## src/rtl/y86_alu64.sv

```systemverilog
// 64-bit Y86 execute-stage ALU: add/sub/and/xor with registered result and OF/ZF/SF flags.
// One-cycle latency, a new operation every cycle, synchronous active-high reset.
module y86_alu64 #(
    parameter int unsigned WIDTH = 64
) (
    input  logic             clk,
    input  logic             reset,
    input  logic [1:0]       control,
    input  logic [WIDTH-1:0] a,
    input  logic [WIDTH-1:0] b,
    output logic [WIDTH-1:0] out,
    output logic             OF,
    output logic             ZF,
    output logic             SF
);

    localparam int unsigned MSB = WIDTH - 1;

    typedef enum logic [1:0] {
        OP_ADD = 2'b00,
        OP_SUB = 2'b01,
        OP_AND = 2'b10,
        OP_XOR = 2'b11
    } op_e;

    op_e              op;
    logic             op_is_sub;
    logic [WIDTH-1:0] b_opnd;
    logic [WIDTH-1:0] sum;
    logic             sum_ovf;

    logic [WIDTH-1:0] out_d, out_q;
    logic             of_d, of_q;
    logic             zf_d, zf_q;
    logic             sf_d, sf_q;

    assign op = op_e'(control);

    // Shared adder: subtraction is a + ~b + 1, so one overflow rule covers both ops.
    always_comb begin
        op_is_sub = (op == OP_SUB);
        b_opnd    = op_is_sub ? ~b : b;
        sum       = a + b_opnd + WIDTH'(op_is_sub);
        sum_ovf   = (a[MSB] == b_opnd[MSB]) && (sum[MSB] != a[MSB]);
    end

    // Result select and flag generation; reset dominates any operation.
    always_comb begin
        out_d = '0;
        of_d  = 1'b0;
        zf_d  = 1'b0;
        sf_d  = 1'b0;
        if (!reset) begin
            case (op)
                OP_ADD, OP_SUB: begin
                    out_d = sum;
                    of_d  = sum_ovf;
                end
                OP_AND:  out_d = a & b;
                OP_XOR:  out_d = a ^ b;
                default: out_d = '0;
            endcase
            zf_d = (out_d == '0);
            sf_d = out_d[MSB];
        end
    end

    always_ff @(posedge clk) begin
        out_q <= out_d;
        of_q  <= of_d;
        zf_q  <= zf_d;
        sf_q  <= sf_d;
    end

    assign out = out_q;
    assign OF  = of_q;
    assign ZF  = zf_q;
    assign SF  = sf_q;

endmodule

```

## config.mk

```make
export PLATFORM = sky130hd
export DESIGN_NAME = y86_alu64
export DESIGN_NICKNAME = d
export VERILOG_FILES = /design/src/rtl/y86_alu64.sv
export SDC_FILE = /design/constraint.sdc
export NUM_CORES = 1
export LEC_CHECK = 0
export BUFFER_PORTS_ARGS = -buffer_cell sky130_fd_sc_hd__buf_2
export CORE_MARGIN = 2
export CORE_UTILIZATION = 25
export CTS_CLUSTER_DIAMETER = 40
export DETAILED_ROUTE_END_ITERATION = 8
export GPL_TIMING_DRIVEN = 0
export PLACE_DENSITY_LB_ADDON = 0.05
export SYNTH_ARGS = -nofsm -noshare
export SYNTH_HDL_FRONTEND = slang
export SYNTH_SLANG_ARGS = --single-unit
```

## constraint.sdc

```tcl
create_clock -name clk -period 5.5 [get_ports clk]
set_input_delay 0.275 -clock clk [delete_from_list [all_inputs] [get_ports clk]]
set_output_delay 0.275 -clock clk [all_outputs]
set_load 0.05 [all_outputs]
```

==> results of run 1 <==
## cell type report
class                      instances  area (sq um)  area share (%)
multi-input combinational       1043          7530            67.9
sequential                        66          1320            11.9
timing repair buffer             201          1020            9.16
tap                              461           577            5.20
buffer                            49           250            2.26
clock buffer                       9           225            2.03
clock inverter                     7           125            1.13
inverter                          11          45.0           0.406
## worst paths after layout
path	end	startpoint	slack (ns)	cells past startpoint
worst max-delay path	ZF	control[0]	0.34	19
worst min-delay path	OF	a[63]	0.29	4
## worst max-delay path, stage by stage
cell,delay (ns)
buf_2,0.18
buf_6,0.34
buf_6,0.34
nand2_4,0.24
clkbuf_4,0.29
xnor2_1,0.15
ha_1,0.38
nand2_1,0.19
nor4_4,0.39
nand4_1,0.23
a211oi_4,0.40
nor2_4,0.13
xnor2_1,0.16
or3_1,0.41
o31a_1,0.24
and4bb_1,0.30
nand4_1,0.19
nor4_2,0.39
and3_1,0.21
## synthesized netlist by cell type (all sizes together), types with 9 or more instances
library cell,count,area share (%)
a21o,21,1.7
a21oi,114,6.7
o211ai,15,1.3
dfxtp,66,15
o21ai,87,4.9
clkbuf,34,1.4
nand4,26,1.8
nor2b,10,0.69
nand3,15,0.83
nor3,26,1.5
nand2,123,5.1
nand2b,16,1.1
xnor2,94,9.1
xor2,18,1.7
mux2,17,2.2
nor4,11,1.1
inv,11,0.46
ha,127,18
buf,20,1.4
mux2i,52,5.8
nor2,123,5.2
o31ai,9,0.80
a211oi,22,1.9
## power breakdown
group          total, W  internal, W  switching [W]
combinational   0.00168     0.000548        0.00113
sequential     0.000555     0.000539      0.0000153
clock          0.000715     0.000447       0.000268
## sequential cells by signal, summed over array words and instances (netlist names)
register,count
out,64
ZF,1
OF,1
## cell usage in the layout, fill, tap and decap left out, types with 15 or more instances in the layout
cell	netlist	layout
dfxtp_1	66	66
a21o_1	21	21
nand3_1	15	15
nor2_1	122	122
clkbuf_1	34	26
a21oi_1	106	102
mux2_2	15	15
xnor2_1	94	94
ha_1	127	127
xor2_1	18	18
o21ai_0	71	66
nand2_1	122	120
mux2i_1	52	52
a211oi_1	21	21
nor3_1	25	23
nand2b_1	16	16
buf_2	7	203
nand4_1	26	26
## routing by layer
layer | GRT usage [%] | routed length [um] | vias to the layer above | share of wire [%]
met4 | 4.74 | 605 | 0 | 1.4
met5 | 0 | 0 | - | 0
li1 | - | - | 4719 | -
met3 | 2.50 | 1770 | 22 | 4.2
met2 | 33.9 | 18500 | 287 | 44
met1 | 32.6 | 21600 | 4599 | 51
## repair_timing
item | in CTS | in global routing
buffers inserted | 0 | 4
setup endpoints to repair | 47 | 2
pin swaps | 0 | 1
endpoints found under the hold margin | 0 | 0
gates resized for setup | 17 | 29
## cell families (layout without fill, tap and decap cells)
logic type | after synthesis | count (layout) | synth area share, %
fa+ha+maj | 128 | 128 | 17.8
mux | 69 | 69 | 7.97
simple gates | 395 | 395 | 21.2
compound gates | 339 | 339 | 24.3
xor+xnor | 112 | 112 | 10.9
flops | 66 | 66 | 14.6
buf+inv | 65 | 277 | 3.26
## metrics by stage
stage	util (%)	hold slack [ns]	instances	setup TNS, ns
final	31.2	0.294	1847	0
after global placement	29.8	0.658	1832	-41.78
after CTS	30.8	0.269	1844	0
after floorplan	-	0.506	1174	0
after global routing	31.2	0.291	1847	0
after detailed placement	29.8	0.663	1832	-41.24
==> flow_metrics.py, run 1 <==
metrics = {
    "worst_setup_path": {
        "startpoint_type": "primary input",
        "end_kind": "flop",
        "cp.required_ns": 5.80,
        "path_max_fanout": 28,
        "arrival_ns": 5.47,
        "path_class": "in -> reg",
    },
    "logic_synthesis": {
        "syn_area_sq_mm": 0.00903,
        "synthArstFlopShare_pct": 0,
        "ys_seq_elements": 66,
        "synth_nets": 1434,
        "ys.flop_type": "dfxtp_1",
        "yosysWarnings": 0,
        "syn_inst": 1174,
        "netlist-cell-type-count": 82,
        "avgSynthCellArea_sq_um": 7.69,
        "synth_edf_count": 0,
        "yosysSeqAreaShare_pct": 14.6,
    },
    "detailed_routing": {
        "ant_nets": 0,
        "drt-wirelength-per-cell_um": 23.0,
        "wl_um": 42400,
        "vias_per_cell": 5.21,
        "vias": 9627,
        "first_pass_iters": 4,
        "drc": 0,
        "drtIter0Drc": 639,
    },
    "placed_design": {
        "dp_slack_ns": -2.14,
        "place_area_sq_mm": 0.0106,
        "port-buffer-count": 197,
        "dp_hpwl_um": 35800,
        "gp_congestion": 0.878,
    },
    "cts": {
        "cts_hold_buf": 0,
        "clk_pin_slew_worst_paths_ns": 0.06,
        "cts_buffers": 9,
        "clock_sinks": 66,
        "cts_max_level": 3,
        "cts-root-buf": "clkbuf_16",
        "clk_path_buf_depth": 2,
        "cts_tree": "built",
    },
    "power_and_ir_drop": {
        "peakVddDrop_mv": 0.224,
        "leakagePower_nw": 4.84,
        "power.total_w": 0.00295,
        "powerDensity_mw_per_mm2": 266,
    },
    "sta": {
        "setup_slack_ns": 0.336,
        "finalSetupViolCount": 0,
        "clock.fmax_mhz": 194,
        "maxSlewViolCount": 0,
        "hold_violations": 0,
        "rsz0062_at_grt": "no",
        "period_share_pct": 93.9,
        "tightest_slew_ns": 1.05,
        "slew_headroom_pct": 30.1,
        "finalWorstPathRequiredPeriod_ns": 5.16,
    },
    "die": {
        "row_count": 69,
        "initial_utilization_pct": 25.4,
        "die_area_sq_mm": 0.0377,
        "die_h_um": 194,
        "io_pins": 199,
        "core_sq_mm": 0.0356,
        "die_x_um": 194,
    },
    "final_layout": {
        "area.growth.synth_to_final_pct": 22.8,
        "fin_nets": 1641,
        "n_antenna_cell": 0,
        "layout-drive-gt1-share_pct": 22.4,
        "nFillCells": 3956,
        "postLayoutCellArea_sq_mm": 0.0111,
    },
    "outcome": {
        "status": "finished clean",
    },
    "grt": {
        "grt_pass1_vias": 9458,
        "antenna_found_initial": 0,
        "track_usage_pct": 22.0,
        "overflow": 0,
        "grt_max_degree": 29,
        "grt_pass1_wl_um": 61900,
    },
    "min_path": {
        "min_path_type": "in -> reg",
    },
    "flow_run": {
        "max_cap_violations": 0,
    },
}
No activity file was read; power rests on OpenSTA's default activity.
==> run 2: changes to the inputs <==
--- a/config.mk
+++ b/config.mk
@@ -7,8 +7,9 @@
 export LEC_CHECK = 0
 export BUFFER_PORTS_ARGS = -buffer_cell sky130_fd_sc_hd__buf_2
 export CORE_MARGIN = 2
-export CORE_UTILIZATION = 25
+export CORE_UTILIZATION = 57
 export CTS_CLUSTER_DIAMETER = 40
+export CTS_CLUSTER_SIZE = 20
 export DETAILED_ROUTE_END_ITERATION = 8
 export GPL_TIMING_DRIVEN = 0
 export PLACE_DENSITY_LB_ADDON = 0.05
==> run 2 against run 1 <==
Final cell count decreased by 13%. Global-route usage increased by 18 points. Design area decreased by 3.7%. Worst hold slack improved by 0.033 ns. Wire length decreased by 19%. Sequential share of layout area increased by 0.46 points. Die area decreased by 55%. Largest cell class unchanged. Largest power group unchanged. Highest routed layer unchanged.
==> flow_metrics.py, run 2 (synthesis results as in run 1) <==
metrics = {
    "outcome": {
        "status": "finished clean",
    },
    "final_layout": {
        "largest_register_ffs": 64,
        "postLayoutCellArea_sq_mm": 0.0107,
        "layout-drive-gt1-share_pct": 21.0,
        "final_cells": 1598,
        "n_antenna_cell": 0,
        "layout_commonest_cell": "buf_2",
        "fin_nets": 1637,
        "mostFrequentLayoutCells": "buf_2 (203), ha_1 (127), nor2_1 (122), nand2_1 (121), a21oi_1 (106)",
        "post-route-util_pct": 68.2,
        "area.growth.synth_to_final_pct": 18.3,
    },
    "worst_setup_path": {
        "path_max_fanout": 11,
        "cp.required_ns": 5.80,
        "end_kind": "flop",
        "cpPeakStageDelay_ns": 0.42,
        "crit_buf_inv": 5,
        "crit_family": "simple AND/OR/NAND/NOR gates",
        "crit_slowest_cell": "ha_1",
        "arrival_ns": 5.59,
        "crit_path_cell_trace": "buf_6 > clkinvlp_4 > buf_2 > clkbuf_4 > nand2_4 > clkbuf_4 > xnor2_1 > ha_1 > nand2_1 > nor4_4 > nand4_1 > a211oi_4 > nor2_4 > xnor2_1 > or3_1 > o31a_1 > and4bb_1 > nand4_1 > nor4_2 > and3_1",
        "startpoint_type": "primary input",
        "path_class": "in -> reg",
    },
    "detailed_routing": {
        "drt-wirelength-per-cell_um": 21.5,
        "wl_um": 34300,
        "vias": 10200,
        "first_pass_iters": 5,
        "drc": 0,
        "drtIter0Drc": 1079,
        "vias_per_cell": 6.38,
        "ant_nets": 0,
    },
    "cts": {
        "cts_buffers": 9,
        "cts_hold_buf": 0,
        "clk_pin_slew_worst_paths_ns": 0.06,
        "clock_sinks": 66,
        "clk_path_buf_depth": 2,
        "cts_max_level": 3,
        "cts_tree": "built",
        "cts-root-buf": "clkbuf_16",
    },
    "placed_design": {
        "gp_congestion": 1.04,
        "dp_hpwl_um": 28000,
        "place_area_sq_mm": 0.0103,
        "dpl.cell_count": 1587,
        "port-buffer-count": 197,
    },
    "die": {
        "die_area_sq_mm": 0.0169,
        "die_h_um": 130,
        "row_count": 46,
        "core_sq_mm": 0.0157,
        "die_x_um": 130,
        "io_pins": 199,
        "initial_utilization_pct": 57.7,
    },
    "sta": {
        "finalSetupViolCount": 0,
        "hold_violations": 0,
        "tightest_slew_ns": 1.12,
        "finalWorstPathRequiredPeriod_ns": 5.29,
        "period_share_pct": 96.3,
        "setup_tns_ns": 0,
        "slew_headroom_pct": 25.4,
        "maxSlewViolCount": 0,
        "rsz0062_at_grt": "no",
        "clock.fmax_mhz": 189,
    },
    "grt": {
        "antenna_found_initial": 0,
        "track_usage_pct": 40.0,
        "grt_pass1_wl_um": 51200,
        "grt_pass1_vias": 9348,
        "overflow": 0,
        "grt_max_degree": 20,
    },
    "power_and_ir_drop": {
        "peakVddDrop_mv": 0.170,
        "power.total_w": 0.00292,
        "powerDensity_mw_per_mm2": 273,
        "leakagePower_nw": 4.81,
    },
    "flow_run": {
        "max_cap_violations": 0,
    },
    "min_path": {
        "min_path_type": "in -> reg",
    },
}
[run 2: through the flow]
step,hold slack (ns),setup WS [ns]
6_report,0.327,0.206
5_1_grt,0.344,0.0254
4_1_cts,0.324,0.00793
3_5_place_dp,0.681,-1.68
3_3_place_gp,0.658,-1.57
2_1_floorplan,0.506,0.527
[run 2: layer usage]
metal	track usage, %	routed length [um]	up-vias
li1	-	-	4734
met2	63.0	15000	625
met1	53.0	14600	4735
met5	0	0	-
met3	8.73	3540	95
met4	17.0	1210	0
[run 2: final cells by class]
type / instances / area, sq um
multi-input cells: 1043 / 7450
clock buffers: 9 / 225
clock inverters: 7 / 141
repair buffers: 197 / 986
flip-flops and latches: 66 / 1320
plain buffers: 49 / 249
inverters: 11 / 45.0
fillers: 1410 / 4970
well taps: 216 / 270
[run 2: worst min-delay path: cells and delay by family]
family	cells	cell delay (ns)
buf+inv	1	0.13
simple gates	2	0.11
compound gates	1	0.11
[run 2: worst paths after layout]
check / start / end / slack [ns] / cells past startpoint
worst min-delay path: a[63] / OF / 0.33 / 4
worst max-delay path: control[1] / ZF / 0.21 / 20
[run 2: timing repair]
item                       4_1_cts  5_1_grt
setup endpoints to repair       21        2
buffers inserted                 0        0
resized for setup               12       10
[run 2: report_power, final]
group / leakage, nW / total [W] / internal [W] / switching [W]
Clock: 0.176 / 0.000747 / 0.000489 / 0.000258
Combinational: 4.09 / 0.00162 / 0.000540 / 0.00108
Sequential: 0.549 / 0.000556 / 0.000539 / 0.0000169
==> run 3: changes to the inputs <==
--- a/config.mk
+++ b/config.mk
@@ -6,8 +6,10 @@
 export NUM_CORES = 1
 export LEC_CHECK = 0
 export BUFFER_PORTS_ARGS = -buffer_cell sky130_fd_sc_hd__buf_2
+export CELL_PAD_IN_SITES_DETAIL_PLACEMENT = 1
+export CELL_PAD_IN_SITES_GLOBAL_PLACEMENT = 1
 export CORE_MARGIN = 2
-export CORE_UTILIZATION = 57
+export CORE_UTILIZATION = 41
 export CTS_CLUSTER_DIAMETER = 40
 export CTS_CLUSTER_SIZE = 20
 export DETAILED_ROUTE_END_ITERATION = 8
==> run 3 against run 2 <==
Die area is 38% higher. Design area is 0.90% higher. Global-route usage is 6.9 points lower. Non-clock buffer count is 3 higher. Sequential power hardly changed. Setup slack better by 0.014 ns. Worst hold slack worse by 0.0036 ns. Clock power is 7.6% lower. Sequential share of layout area is 0.11 points lower. Total power is 0.40% lower. Critical path type unchanged. Largest cell class unchanged.
==> flow_metrics.py, run 3 (synthesis results as in run 1) <==
metrics = {
    "power_and_ir_drop": {
        "p_seq_share_pct": 19.1,
        "peakVddDrop_mv": 0.148,
        "p_clk_share_pct": 23.7,
        "powerDensity_mw_per_mm2": 270,
        "p_switching_w": 0.00139,
        "comb_power_share_pct": 57.2,
        "leakagePower_nw": 4.82,
        "swShare_pct": 47.8,
        "p_int_w": 0.00152,
    },
    "worst_setup_path": {
        "path_depth": 20,
        "cp.required_ns": 5.80,
        "arrival_ns": 5.58,
        "path_class": "in -> reg",
        "end_kind": "flop",
        "crit_family": "simple AND/OR/NAND/NOR gates",
        "path_max_fanout": 28,
        "crit_buf_inv": 5,
        "crit_path_cell_trace": "buf_2 > buf_6 > buf_8 > nand2_4 > clkbuf_4 > xnor2_1 > ha_1 > nand2_1 > nor4_4 > nand4_1 > a211oi_4 > buf_4 > nor2_4 > xnor2_1 > or3_1 > o31a_1 > and4bb_1 > nand4_1 > nor4_2 > and3_1",
        "startpoint_type": "primary input",
        "crit_slowest_cell": "nor4_4",
        "cpPeakStageDelay_ns": 0.41,
        "critPathLaunch": "control[0]",
        "endpoint": "ZF",
    },
    "cts": {
        "cts_max_level": 3,
        "clk_path_buf_depth": 2,
        "cts_tree": "built",
        "cts_buffers": 9,
        "clock_sinks": 66,
        "cts-root-buf": "clkbuf_16",
        "clk_pin_slew_worst_paths_ns": 0.06,
        "cts_hold_buf": 0,
    },
    "final_layout": {
        "largest_register_ffs": 64,
        "layout-drive-gt1-share_pct": 21.6,
        "nFillCells": 2819,
        "layout_commonest_cell": "buf_2",
        "area.growth.synth_to_final_pct": 19.4,
        "postLayoutCellArea_sq_mm": 0.0108,
        "post-route-util_pct": 49.7,
        "multi_input_area_sq_mm": 0.00746,
        "regArea_sq_mm": 0.00132,
        "n_antenna_cell": 0,
        "mostFrequentLayoutCells": "buf_2 (203), ha_1 (127), nor2_1 (122), nand2_1 (121), a21oi_1 (104)",
        "final_cells": 1665,
        "fin_nets": 1640,
    },
    "detailed_routing": {
        "vias": 10100,
        "drc": 0,
        "drt-wirelength-per-cell_um": 23.8,
        "first_pass_iters": 5,
        "vias_per_cell": 6.04,
        "ant_nets": 0,
        "drtIter0Drc": 609,
        "wl_um": 39600,
    },
    "sta": {
        "tightest_slew_ns": 1.03,
        "period_share_pct": 96.0,
        "maxSlewViolCount": 0,
        "clock.fmax_mhz": 189,
        "finalSetupViolCount": 0,
        "rsz0062_at_grt": "no",
        "setup_tns_ns": 0,
        "slew_headroom_pct": 31.6,
        "hold_violations": 0,
        "finalWorstPathRequiredPeriod_ns": 5.28,
    },
    "placed_design": {
        "port-buffer-count": 197,
        "gp_congestion": 0.966,
        "place_area_sq_mm": 0.0104,
        "dpl.cell_count": 1651,
        "dp_hpwl_um": 32600,
    },
    "min_path": {
        "min_path_type": "in -> reg",
    },
    "die": {
        "die_x_um": 152,
        "die_area_sq_mm": 0.0232,
        "row_count": 54,
        "die_h_um": 152,
        "initial_utilization_pct": 41.6,
        "core_sq_mm": 0.0217,
        "io_pins": 199,
    },
    "grt": {
        "grt_pass1_wl_um": 60200,
        "overflow": 0,
        "track_usage_pct": 33.1,
        "grt_pass1_vias": 10300,
        "grt_max_degree": 29,
        "antenna_found_initial": 0,
    },
    "flow_run": {
        "max_cap_violations": 0,
    },
    "outcome": {
        "status": "finished clean",
    },
}
[run 3: changes by cell type in the layout (fill, tap and decap cells not counted), sizes merged]
cell    delta
clkinv     -1
bufinv     -2
clkbuf     +2
buf        +4
[run 3: layout make-up]
cell class,instances,area share (%)
Inverter,11,0.418
Clock inverter,4,0.673
Tap cell,280,3.25
Sequential cell,66,12.3
Buffer,49,2.37
Clock buffer,12,2.47
Multi-Input combinational cell,1043,69.2
Timing Repair Buffer,200,9.35
[run 3: worst min-delay path, stage by stage]
cell and delay (ns):
buf_2 0.13, nand3_1 0.07, o21a_1 0.11, nor3_1 0.04
[run 3: power by group through the flow]
stage	logic (W)	clock network [W]	registers, W
final	0.00166	0.000690	0.000555
after global routing	0.00178	0.000712	0.000561
after CTS	0.00163	0.000699	0.000556
after detailed placement	0.00161	0	0.000567
after global placement	0.00159	0	0.000564
after floorplan	0.000907	0	0.000781
[run 3: timing repair]
action                     CTS  global route
buffers inserted             0             3
setup endpoints to repair   36             2
pin swaps                    1             2
resized for setup           16            20
gates cloned                 0             0
[run 3: worst min-delay path by stage]
| stage | slack [ns] | startpoint | end | cells past startpoint |
|---|---|---|---|---|
| after floorplan | 0.51 | a[63] | OF | 3 |
| after global placement | 0.66 | a[63] | OF | 4 |
| after detailed placement | 0.68 | a[63] | OF | 4 |
| after CTS | 0.31 | a[63] | OF | 4 |
| after global routing | 0.39 | control[1] | out[3] | 3 |
| final | 0.32 | a[63] | OF | 4 |
[run 3: routing by layer]
layer | track usage (%) | vias to the layer above | wire [um]
met5 | 0 | - | 0
li1 | - | 4726 | -
met4 | 10.8 | 0 | 1130
met1 | 45.5 | 4869 | 18300
met2 | 54.6 | 400 | 17900
met3 | 3.41 | 65 | 2310
[run 3: stage by stage]
step	worst slack, ns	hold slack (ns)	power, W
global route	0.0552	0.385	0.00305
CTS	0.0761	0.312	0.00289
detailed placement	-1.92	0.676	0.00218
global placement	-1.89	0.657	0.00216
floorplan	0.527	0.506	0.00169
finish	0.220	0.323	0.00291
